[src/rtl/buzzer_pkg.sv]
// Shared constants for the buzzer tone generator: default widths and FSM state codes.
package buzzer_pkg;

   localparam int BUZ_CNT_W = 24;
   localparam int BUZ_DUR_W = 24;
   localparam int BUZ_NUM_W = 8;

   localparam logic [1:0] ST_IDLE = 2'd0;
   localparam logic [1:0] ST_CONT = 2'd1;
   localparam logic [1:0] ST_ON   = 2'd2;
   localparam logic [1:0] ST_OFF  = 2'd3;

   function automatic logic is_tone_state(input logic [1:0] st);
      return (st == ST_CONT) || (st == ST_ON);
   endfunction

endpackage

[src/rtl/buzzer_tone_core.sv]
// Square-wave core: half-period counter plus toggle register, divisor re-sampled at each toggle.
module buzzer_tone_core
   import buzzer_pkg::*;
#(
   parameter int CNT_W = BUZ_CNT_W
) (
   input  logic             clk,
   input  logic             rst,
   input  logic             run,
   input  logic             clr,
   input  logic [CNT_W-1:0] div,
   output logic             tone
);

   logic [CNT_W-1:0] cnt;
   logic [CNT_W-1:0] div_q;

   // NOTE: reset is synchronous and active-low, so it lives inside the clocked branch, and every state update uses <= so all registers see pre-edge values.
   always_ff @(posedge clk) begin
      if (!rst) begin
         cnt   <= '0;
         div_q <= '0;
         tone  <= 1'b0;
      end else if (clr || !run) begin
         // Holding here keeps the divisor tracking the input until the tone starts.
         cnt   <= '0;
         div_q <= div;
         tone  <= 1'b0;
      end else if (cnt == div_q) begin
         cnt   <= '0;
         div_q <= div;
         tone  <= ~tone;
      end else begin
         cnt   <= cnt + CNT_W'(1);
      end
   end

endmodule

[src/rtl/buzzer_tone_gen.sv]
// Buzzer driver: continuous tone or burst of N beeps with programmable on/off lengths.
module buzzer_tone_gen
   import buzzer_pkg::*;
#(
   parameter int CNT_W = BUZ_CNT_W,
   parameter int DUR_W = BUZ_DUR_W,
   parameter int NUM_W = BUZ_NUM_W
) (
   input  logic             clk,
   input  logic             rst,
   input  logic             mode,
   input  logic             en,
   input  logic             start,
   input  logic [CNT_W-1:0] tone_div,
   input  logic [NUM_W-1:0] beep_count,
   input  logic [DUR_W-1:0] on_len,
   input  logic [DUR_W-1:0] off_len,
   output logic             pwm_out,
   output logic             busy,
   output logic             done
);

   logic [1:0]       state;
   logic [1:0]       nxt;
   logic [DUR_W-1:0] dur_cnt;
   logic [DUR_W-1:0] on_len_q;
   logic [DUR_W-1:0] off_len_q;
   logic [CNT_W-1:0] tone_div_q;
   logic [NUM_W-1:0] beeps_left;
   logic [CNT_W-1:0] core_div;
   logic             core_run;
   logic             core_clr;

   // NOTE: nxt gets a default before the case so no path leaves it unassigned and no latch is inferred.
   always_comb begin
      nxt = state;
      case (state)
         ST_IDLE: begin
            if (!mode && en)
               nxt = ST_CONT;
            else if (mode && start && (beep_count != '0))
               nxt = ST_ON;
         end
         ST_CONT: if (!en || mode) nxt = ST_IDLE;
         ST_ON: begin
            if (dur_cnt == on_len_q)
               nxt = (beeps_left == NUM_W'(1)) ? ST_IDLE : ST_OFF;
         end
         ST_OFF:  if (dur_cnt == off_len_q) nxt = ST_ON;
         default: nxt = ST_IDLE;
      endcase
   end

   always_ff @(posedge clk) begin
      if (!rst) begin
         state      <= ST_IDLE;
         dur_cnt    <= '0;
         on_len_q   <= '0;
         off_len_q  <= '0;
         tone_div_q <= '0;
         beeps_left <= '0;
         done       <= 1'b0;
      end else begin
         state <= nxt;
         done  <= 1'b0;
         case (state)
            ST_IDLE: begin
               dur_cnt <= '0;
               if (mode && start) begin
                  if (beep_count != '0) begin
                     on_len_q   <= on_len;
                     off_len_q  <= off_len;
                     tone_div_q <= tone_div;
                     beeps_left <= beep_count;
                  end else begin
                     done <= 1'b1;
                  end
               end
            end
            ST_ON: begin
               if (dur_cnt == on_len_q) begin
                  dur_cnt <= '0;
                  if (beeps_left == NUM_W'(1))
                     done <= 1'b1;
                  else
                     beeps_left <= beeps_left - NUM_W'(1);
               end else begin
                  dur_cnt <= dur_cnt + DUR_W'(1);
               end
            end
            ST_OFF: begin
               if (dur_cnt == off_len_q)
                  dur_cnt <= '0;
               else
                  dur_cnt <= dur_cnt + DUR_W'(1);
            end
            default: dur_cnt <= '0;
         endcase
      end
   end

   // Bursts play on the latched divisor; continuous mode follows the live input.
   assign core_div = ((state == ST_ON) || (state == ST_OFF)) ? tone_div_q : tone_div;
   assign core_run = is_tone_state(state);
   assign core_clr = (nxt != state);
   assign busy     = (state == ST_ON) || (state == ST_OFF);

   buzzer_tone_core #(
      .CNT_W (CNT_W)
   ) u_core (
      .clk  (clk),
      .rst  (rst),
      .run  (core_run),
      .clr  (core_clr),
      .div  (core_div),
      .tone (pwm_out)
   );

endmodule

[config.mk]
export PLATFORM = sky130hd
export DESIGN_NAME = buzzer_tone_gen
export DESIGN_NICKNAME = d
export VERILOG_FILES = /design/src/rtl/buzzer_pkg.sv /design/src/rtl/buzzer_tone_core.sv /design/src/rtl/buzzer_tone_gen.sv
export SDC_FILE = /design/constraint.sdc
export NUM_CORES = 1
export LEC_CHECK = 0
export ABC_AREA = 1
export BUFFER_PORTS_ARGS = -buffer_cell sky130_fd_sc_hd__buf_2
export CORE_MARGIN = 2
export CORE_UTILIZATION = 53
export DETAILED_ROUTE_END_ITERATION = 8
export PLACE_DENSITY_LB_ADDON = 0.05
export SYNTH_ARGS = -nofsm -noshare
export SYNTH_HDL_FRONTEND = slang
export SYNTH_SLANG_ARGS = --single-unit
[constraint.sdc]
create_clock -name clk -period 2.1 [get_ports clk]
set_input_delay 0.21 -clock clk [delete_from_list [all_inputs] [get_ports clk]]
set_output_delay 0.21 -clock clk [all_outputs]
set_load 0.1 [all_outputs]
==> impl_metrics.env, run 1 <==
export IMPL_die_y_um=125.7
export IMPL_numClockSinks=156
export IMPL_seqCellArea_um2=3159
export IMPL_cts_root_buf="clkbuf_16"
export IMPL_drt_initial_drc_count=531
export IMPL_drt_wl_total_um=20830
export IMPL_finalSetupViolations=48
export IMPL_postPlaceCellArea_um2=9445
export IMPL_final_cell_mix="nand2_1, inv_1, buf_4"
export IMPL_hold_path_class="primary input to flop"
export IMPL_p_total_mw=8.550
export IMPL_holdBufCountCts=0
export IMPL_worst_pin_slew_ns=0.4842
export IMPL_synth_fp_nets=1236
export IMPL_stdcell_count=1562
export IMPL_max_stage_delay_ns=0.36
export IMPL_diodes=0
export IMPL_holdWs_ns=0.05354
export IMPL_grt_first_pass_wirelength_um=32930
export IMPL_fin_setup_tns_ns=-11.49
export IMPL_maxSlewViolCount=0
export IMPL_fin_ws_ns=-0.2959
export IMPL_synth_seq_area_share_pct=39.80
export IMPL_p_leak_nw=4.768
export IMPL_vias=7905
export IMPL_worst_setup_path_start_kind="flop"
export IMPL_ys_ff_latch=156
export IMPL_critPathBufInv=4
export IMPL_power_density_nw_per_um2=780.1
export IMPL_crit_slowest_cell="dfxtp_2"
export IMPL_wl_per_cell_um=13.33
export IMPL_yosys_warnings=0
export IMPL_violations="negative setup slack"
export IMPL_synthDistinctLibCells=35
export IMPL_synthFlopType="dfxtp_1"
export IMPL_synth_area_per_cell_um2=6.865
export IMPL_clock_latency_ns=0.43
export IMPL_layout_commonest_cell="nand2_1"
export IMPL_path_delay_family="simple AND/OR/NAND/NOR gates"
export IMPL_hold_viol=0
export IMPL_nFillCells=1135
export IMPL_fin_crit_ns=2.396
export IMPL_path_class="flop to flop"
export IMPL_grt_pass1_vias=7157
export IMPL_grt_max_degree=106
export IMPL_status="finished, violations left"
export IMPL_synth_area_um2=7846
export IMPL_vdd_ir_drop_max_mv=0.6379
export IMPL_route_detailed_drc=0
export IMPL_rsz0062_at_grt="true"
export IMPL_postSynthCellCount=1143
export IMPL_cts_tree="done"
export IMPL_nets=1458
export IMPL_synthToLayoutAreaGrowth_pct=39.69
export IMPL_numCtsBuffers=17
export IMPL_fin_crit_sh_pct=114.1
export IMPL_crit_path_end_kind="flop"
export IMPL_fmax_ghz=0.4174
export IMPL_relSlewSlack_pct=67.42
export IMPL_antenna_found_initial=0
export IMPL_core_um2=14480
export IMPL_initial_core_util_pct=54.19
export IMPL_dp_cells=1497
export IMPL_async_reset_ff_share_pct=0
export IMPL_portBuffers=87
export IMPL_dieArea_um2=15790
export IMPL_detail_route_antenna_nets=0
export IMPL_io_pins=88
export IMPL_overflow=0
export IMPL_track_usage_pct=25.20
export IMPL_drtPass1Iterations=5
export IMPL_die_w_um=125.7
export IMPL_path_common_cell="nand2_1"
export IMPL_hpwl_um=13370
export IMPL_cp_max_fo=6
export IMPL_synth_edf_count=0
export IMPL_drive_above_1_share_pct=32.66
export IMPL_htreeDepth=4
export IMPL_clock_skew_ns=0.01269
export IMPL_design_area_um2=10960
export IMPL_cap_violations=0
export IMPL_cp_arrival_ns=2.75
export IMPL_num_rows=44
export IMPL_gp_congestion=0.8427
export IMPL_multi_input_area_um2=4350
export IMPL_place_ws_ns=-0.2317
export IMPL_cts_max_path_buffers=2
export IMPL_vias_per_cell=5.061
export IMPL_clkSlewWorstSetupHoldPaths_ns=0.07
export IMPL_crit_chain="inv_2 -> nand2_1 -> nand2_1 -> a21oi_2 -> nand2_1 -> nor2_2 -> nand4_1 -> buf_4 -> nand3_1 -> nand3_2 -> nand3_2 -> nand2_2 -> nor2_4 -> buf_6 -> nand3_4 -> clkbuf_16 -> nor2_2"
export IMPL_post_route_util_pct=75.70
export IMPL_cp_required_ns=2.46
==> final timing paths <==
check,start,end,slack (ns),depth (start not counted)
hold reg to reg,tone_div_q[7],tone_div_q[7],0.45,2
setup / recovery,dur_cnt[3],u_core.cnt[4],-0.30,17
setup reg to reg,dur_cnt[3],u_core.cnt[4],-0.30,17
hold / removal,on_len[18],on_len_q[18],0.05,3
==> registers in the layout, indices dropped and copies added (netlist names) <==
name	cells
beeps_left	8
done	1
off_len_q	24
on_len_q	24
state	2
tone_div_q	24
dur_cnt	24
u_core.div_q	24
u_core.cnt	24
u_core.tone	1
==> Yosys cell counts (all sizes together), types with 2 or more instances <==
master  number  area, µm²
nand2      218      818.3
inv        168      630.6
dfxtp      156       3123
nor2       119      461.7
a21oi      115      575.6
o21ai      115      575.6
nand3       57      305.3
xor2        47      411.6
clkbuf      41      155.1
nor3        23      155.1
nand4       17      106.4
buf         12      80.07
xnor2       12      105.1
nor4        11      75.07
ha           8      100.1
a31oi        7      43.79
or2          6      37.54
a211oi       4      30.03
clkinv       2      7.510
nor3b        2      15.01
==> metal layers <==
metal / global-route usage (%) / share of wire (%) / vias to the layer above
met5: 0 / 0 / -
met4: 5.752 / 1.3 / 0
met3: 5.395 / 4.6 / 25
met2: 41.84 / 48 / 174
met1: 33.81 / 46 / 3602
li1: - / - / 4104
==> worst reg2reg max path, delay by kind of cell, from the launching register on <==
family | cells | cell delay [ns]
AO/OA/AOI/OAI | 1 | 0.13
flip-flops | 1 | 0.36
buffers and inverters | 4 | 0.58
AND/OR/NAND/NOR | 12 | 1.26
==> layout make-up <==
type | instances | area share [%]
Multi-Input combinational cell | 764 | 39.69
Sequential cell | 156 | 28.82
Timing Repair Buffer | 255 | 17.90
Inverter | 170 | 5.868
Clock buffer | 18 | 4.007
Tap cell | 184 | 2.100
Clock inverter | 14 | 1.541
Timing Repair inverter | 1 | 0.06849
==> where the power goes <==
part           total [mW]  internal, mW  switching [mW]
Sequential           3.36          3.21           0.142
Clock                3.17          1.90            1.27
Combinational        2.02         0.906            1.12
==> cell families after synthesis <==
family,count (synthesis),synth area share (%)
and+or+nand+nor,455,25.50
AOI/OAI and AO/OA,242,15.71
buffers and inverters,223,11.13
DFF,156,39.80
xor gates and xnor gates,59,6.586
adders and majority gates,8,1.276
==> repair_timing <==
| action | CTS | global route |
|---|---|---|
| setup buffers | 13 | 12 |
| gates resized for setup | 66 | 93 |
| cloned | 3 | 5 |
| endpoints found under the hold margin | 0 | 0 |
| setup endpoints to repair | 64 | 78 |
| pin swaps | 17 | 31 |
Power figures use the tool's default switching activity.
==> run 2: changes to the inputs <==
Settings changed: CORE_UTILIZATION 53 to 63, CTS_CLUSTER_DIAMETER set to 40.
Clock period 2.1 ns to 3.05 ns, I/O delays scaled along.
==> run 2 against run 1 <==
- the run now ends clean
- cell area shrank 18%
- sequential cell count is the same
- global-route usage grew 2.2 points
- non-clock buffer count shrank 160
- routed wire length shrank 16%
- worst hold slack gained 0.092 ns
- maximum frequency shrank 11%
- clock skew shrank 0.0071 ns
- clock power shrank 24%
- setup slack gained 0.64 ns
- count of clock-buffer cells in the layout shrank 1
- highest routed layer unchanged
==> impl_metrics.env, run 2 (same netlist as run 1, synthesis figures left out) <==
export IMPL_fin_setup_tns_ns=0
export IMPL_route_detailed_drc=0
export IMPL_path_class="flop to flop"
export IMPL_cts_setup_buffers=0
export IMPL_cts_root_buf="clkbuf_16"
export IMPL_hpwl_um=12510
export IMPL_num_rows=40
export IMPL_drt_wl_total_um=17580
export IMPL_layout_commonest_cell="nand2_1"
export IMPL_grt_max_degree=87
export IMPL_initial_core_util_pct=65.05
export IMPL_synthToLayoutAreaGrowth_pct=14.96
export IMPL_drive_above_1_share_pct=13.15
export IMPL_power_density_nw_per_um2=626.0
export IMPL_finalSetupViolations=0
export IMPL_p_total_mw=5.647
export IMPL_cts_tree="done"
export IMPL_core_um2=12060
export IMPL_gp_congestion=0.9063
export IMPL_worst_pin_slew_ns=0.5606
export IMPL_die_w_um=115.6
export IMPL_status="completed"
export IMPL_dieArea_um2=13360
export IMPL_io_pins=88
export IMPL_worst_setup_path_start_kind="flop"
export IMPL_cap_violations=0
export IMPL_hold_depth=3
export IMPL_cp_required_ns=3.37
export IMPL_numClockSinks=156
export IMPL_hold_end="off_len_q[6]"
export IMPL_relSlewSlack_pct=62.28
export IMPL_cts_max_path_buffers=2
export IMPL_vdd_ir_drop_max_mv=0.4426
export IMPL_post_route_util_pct=74.78
export IMPL_path_common_cell="nand2_1"
export IMPL_diodes=0
export IMPL_r2r_slack_ns=0.34
export IMPL_clkSlewWorstSetupHoldPaths_ns=0.06
export IMPL_path_delay_family="simple AND/OR/NAND/NOR gates"
export IMPL_critPathBufInv=2
export IMPL_max_stage_delay_ns=0.48
export IMPL_grt_pass1_vias=6463
export IMPL_detail_route_antenna_nets=0
export IMPL_reg2reg_from="dur_cnt[15]"
export IMPL_postPlaceCellArea_um2=8349
export IMPL_design_area_um2=9020
export IMPL_cts_resized_gates=0
export IMPL_cp_max_fo=48
export IMPL_vias_per_cell=5.183
export IMPL_hp_start="off_len[6]"
export IMPL_nFillCells=963
export IMPL_portBuffers=87
export IMPL_nets=1297
export IMPL_fin_crit_sh_pct=88.75
export IMPL_hold_path_class="primary input to flop"
export IMPL_die_y_um=115.6
export IMPL_fin_crit_ns=2.707
export IMPL_fmax_ghz=0.3694
export IMPL_htreeDepth=4
export IMPL_numCtsBuffers=17
export IMPL_crit_slowest_cell="dfxtp_1"
export IMPL_drt_initial_drc_count=573
export IMPL_holdBufCountCts=0
export IMPL_maxSlewViolCount=0
export IMPL_rsz0062_at_grt="false"
export IMPL_grt_first_pass_wirelength_um=29320
export IMPL_worst_r2r_cell_count=18
export IMPL_clock_skew_ns=0.005567
export IMPL_final_cell_mix="nand2_1, inv_1, dfxtp_1"
export IMPL_overflow=0
export IMPL_drtPass1Iterations=5
export IMPL_cp_arrival_ns=3.03
export IMPL_vias=7179
export IMPL_wl_per_cell_um=12.69
export IMPL_hold_viol=0
export IMPL_crit_path_end_kind="flop"
export IMPL_clock_latency_ns=0.43
export IMPL_p_leak_nw=3.822
export IMPL_reg2reg_to="u_core.div_q[14]"
export IMPL_antenna_found_initial=0
export IMPL_track_usage_pct=27.38
export IMPL_crit_chain="inv_1 -> nand2_1 -> nand2_1 -> nor2_1 -> nand2_1 -> nor2_1 -> nand3_1 -> nand2_1 -> nand3_1 -> nand3_1 -> nand2_1 -> nand2_1 -> nand2_1 -> nor2_4 -> buf_4 -> nand3_1 -> nand2_1 -> nor2_1"
[run 2: layout make-up]
class | instances | area, µm² | area share (%)
Inverter | 170 | 638.1 | 7.074
Multi-Input combinational cell | 764 | 3870 | 42.90
Sequential cell | 156 | 3123 | 34.62
Tap cell | 168 | 210.2 | 2.330
Timing Repair Buffer | 95 | 508.0 | 5.632
Clock inverter | 15 | 245.2 | 2.719
Clock buffer | 17 | 425.4 | 4.716
[run 2: report_power, final]
group / switching [mW] / internal, mW / total, mW
clock: 0.869 / 1.53 / 2.40
sequential: 0.107 / 2.21 / 2.32
combinational: 0.585 / 0.341 / 0.925
total: 1.56 / 4.09 / 5.65
[run 2: routing by layer]
layer  track usage [%]  part of all wire [%]
met4             7.550                   1.5
met3             6.172                   4.5
met5                 0                     0
met2             44.72                    46
met1             36.69                    48
[run 2: how the worst max path moves through the flow]
stage                        startpoint               end  slack [ns]  depth (start not counted)
final                       dur_cnt[15]  u_core.div_q[14]        0.34                         18
after global routing        dur_cnt[15]  u_core.div_q[14]        0.01                         18
after CTS                   dur_cnt[12]  u_core.div_q[14]        0.41                         18
after detailed placement    dur_cnt[15]  u_core.div_q[14]        0.42                         18
after global placement      dur_cnt[15]   u_core.div_q[5]        0.48                         18
after floorplan           u_core.cnt[0]    u_core.cnt[18]        0.95                         12
[run 2: stage by stage]
| step | std cells | hold WS (ns) | setup slack (ns) |
|---|---|---|---|
| global route | 1385 | 0.1592 | 0.01124 |
| finish | 1385 | 0.1458 | 0.3432 |
| CTS | 1385 | 0.1406 | 0.4101 |
| detailed placement | 1353 | 0.4388 | 0.4231 |
| global placement | 1353 | 0.4332 | 0.4777 |
| floorplan | 1143 | 0.4245 | 0.9472 |
[run 2: worst reg2reg max path: cells and delay by family (launching register included)]
family | cells | cell delay [ns]
AND/OR/NAND/NOR | 16 | 1.57
buffers and inverters | 2 | 0.55
flip-flops | 1 | 0.48
==> run 3: changes to the inputs <==
Settings changed: CORE_UTILIZATION 63 to 53, TNS_END_PERCENT set to 10.
Clock period 3.05 ns to 2.3 ns, I/O delays scaled along.
==> run 3 against run 2 <==
- the flow now finishes with violations (negative setup slack)
- routed wire length grew 10%
- global-route usage shrank 3.6 points
- cell area grew 10%
- sequential power grew 32%
- sequential cell count is the same
- core utilization shrank 6.2 points
- critical path type unchanged
- largest cell class unchanged
==> impl_metrics.env, run 3 (same netlist as run 1, synthesis figures left out) <==
export IMPL_status="finished, violations left"
export IMPL_violations="negative setup slack"
export IMPL_cp_required_ns=2.62
export IMPL_nets=1357
export IMPL_diodes=0
export IMPL_htreeDepth=4
export IMPL_p_leak_nw=4.237
export IMPL_grt_max_degree=106
export IMPL_hold_end="on_len_q[16]"
export IMPL_track_usage_pct=23.77
export IMPL_cp_arrival_ns=2.69
export IMPL_die_w_um=125.7
export IMPL_design_area_um2=9933
export IMPL_fin_setup_tns_ns=-0.8691
export IMPL_worst_pin_slew_ns=0.5408
export IMPL_path_common_cell="nand2_1"
export IMPL_cp_max_fo=8
export IMPL_post_route_util_pct=68.61
export IMPL_nFillCells=1297
export IMPL_relSlewSlack_pct=63.62
export IMPL_num_rows=44
export IMPL_rsz0062_at_grt="true"
export IMPL_vdd_ir_drop_max_mv=0.6767
export IMPL_dieArea_um2=15790
export IMPL_r2r_slack_ns=-0.07
export IMPL_overflow=0
export IMPL_place_ws_ns=-0.08851
export IMPL_crit_chain="buf_6 -> buf_4 -> xnor2_2 -> nand4_1 -> nor2_1 -> nand3_1 -> nand2_1 -> nand2_1 -> nand2_1 -> nand3_2 -> nand3_2 -> nand2_2 -> nor2_4 -> buf_6 -> clkbuf_16 -> nand3_1 -> nand2_1 -> nor2_1"
export IMPL_crit_slowest_cell="dfxtp_2"
export IMPL_detail_route_antenna_nets=0
export IMPL_postPlaceCellArea_um2=8837
export IMPL_drive_above_1_share_pct=23.88
export IMPL_drt_wl_total_um=19350
export IMPL_hold_path_class="primary input to flop"
export IMPL_max_stage_delay_ns=0.33
export IMPL_clock_skew_ns=0.008306
export IMPL_crit_path_end_kind="flop"
export IMPL_path_class="flop to flop"
export IMPL_reg2reg_from="dur_cnt[0]"
export IMPL_power_density_nw_per_um2=756.1
export IMPL_drtPass1Iterations=5
export IMPL_fin_ws_ns=-0.06565
export IMPL_clkSlewWorstSetupHoldPaths_ns=0.06
export IMPL_antenna_found_initial=0
export IMPL_clock_latency_ns=0.43
export IMPL_fmax_ghz=0.4227
export IMPL_hpwl_um=13030
export IMPL_cts_tree="done"
export IMPL_vias=7505
export IMPL_gp_congestion=0.8284
export IMPL_cts_root_buf="clkbuf_16"
export IMPL_vias_per_cell=5.137
export IMPL_synthToLayoutAreaGrowth_pct=26.60
export IMPL_final_cell_mix="nand2_1, inv_1, dfxtp_1"
export IMPL_drt_initial_drc_count=568
export IMPL_layout_commonest_cell="nand2_1"
export IMPL_grt_pass1_vias=6732
export IMPL_path_delay_family="simple AND/OR/NAND/NOR gates"
export IMPL_holdBufCountCts=0
export IMPL_critPathBufInv=4
export IMPL_initial_core_util_pct=54.19
export IMPL_numCtsBuffers=17
export IMPL_maxSlewViolCount=0
export IMPL_fin_crit_sh_pct=102.9
export IMPL_portBuffers=87
export IMPL_core_um2=14480
export IMPL_route_detailed_drc=0
export IMPL_grt_first_pass_wirelength_um=31080
export IMPL_die_y_um=125.7
export IMPL_hold_depth=3
export IMPL_reg2reg_to="u_core.div_q[15]"
export IMPL_worst_setup_path_start_kind="flop"
export IMPL_cap_violations=0
export IMPL_hp_start="on_len[16]"
export IMPL_numClockSinks=156
export IMPL_finalSetupViolations=20
export IMPL_wl_per_cell_um=13.24
export IMPL_fin_crit_ns=2.366
export IMPL_worst_r2r_cell_count=18
export IMPL_cts_max_path_buffers=2
export IMPL_io_pins=88
export IMPL_hold_viol=0
[run 3: changes by cell type in the layout (fill, tap and decap cells not counted), sizes merged]
cell	before	now
inv	169	168
clkinvlp	5	1
bufinv	6	3
clkbuf	17	30
buf	95	150
[run 3: cell type report]
type | count | area [µm²] | area share [%]
tap | 184 | 230.2 | 2.318
sequential | 156 | 3152 | 31.73
inverter | 170 | 644.4 | 6.487
clock inverter | 7 | 110.1 | 1.108
multi-input combinational | 764 | 4148 | 41.76
clock buffer | 25 | 495.5 | 4.988
timing repair buffer | 155 | 1154 | 11.61
[run 3: what timing repair did]
action,4_1_cts,5_1_grt
endpoints found under the setup margin,52,77
gates cloned,0,5
setup buffers,0,6
pin swaps,0,21
resized for setup,8,96
[run 3: worst min-delay path: stages]
cell     delay (ns)
buf_2          0.07
o21ai_0        0.07
a21oi_1        0.10
[run 3: how the worst max path moves through the flow]
stage | to | depth (start not counted) | startpoint
CTS | busy | 6 | state[0]
finish | u_core.div_q[15] | 18 | dur_cnt[0]
detailed placement | dur_cnt[20] | 12 | dur_cnt[1]
floorplan | u_core.cnt[18] | 12 | u_core.cnt[0]
global placement | dur_cnt[20] | 12 | dur_cnt[1]
global route | u_core.div_q[13] | 18 | dur_cnt[0]
[run 3: report_power, final]
| part | switching [mW] | internal (mW) | leakage, nW |
|---|---|---|---|
| clock | 1.09 | 1.82 | 0.301 |
| combinational | 0.903 | 0.631 | 2.65 |
| sequential | 0.139 | 2.93 | 1.29 |
| total | 2.13 | 5.38 | 4.24 |
[run 3: through the flow]
stage	total power, mW	instances	hold slack [ns]
2_1_floorplan	4.031	1143	0.3909
3_3_place_gp	4.399	1418	0.4337
3_5_place_dp	4.423	1418	0.4399
4_1_cts	7.318	1450	0.07045
5_1_grt	7.884	1461	0.09101
6_report	7.510	1461	0.08025
[run 3: per-layer routing]
layer	track usage, %	wire length, µm	share of wire, %
met5	0	0	0
met4	6.601	292	1.5
met3	5.055	986	5.1
met2	36.57	8683	45
met1	33.92	9385	49
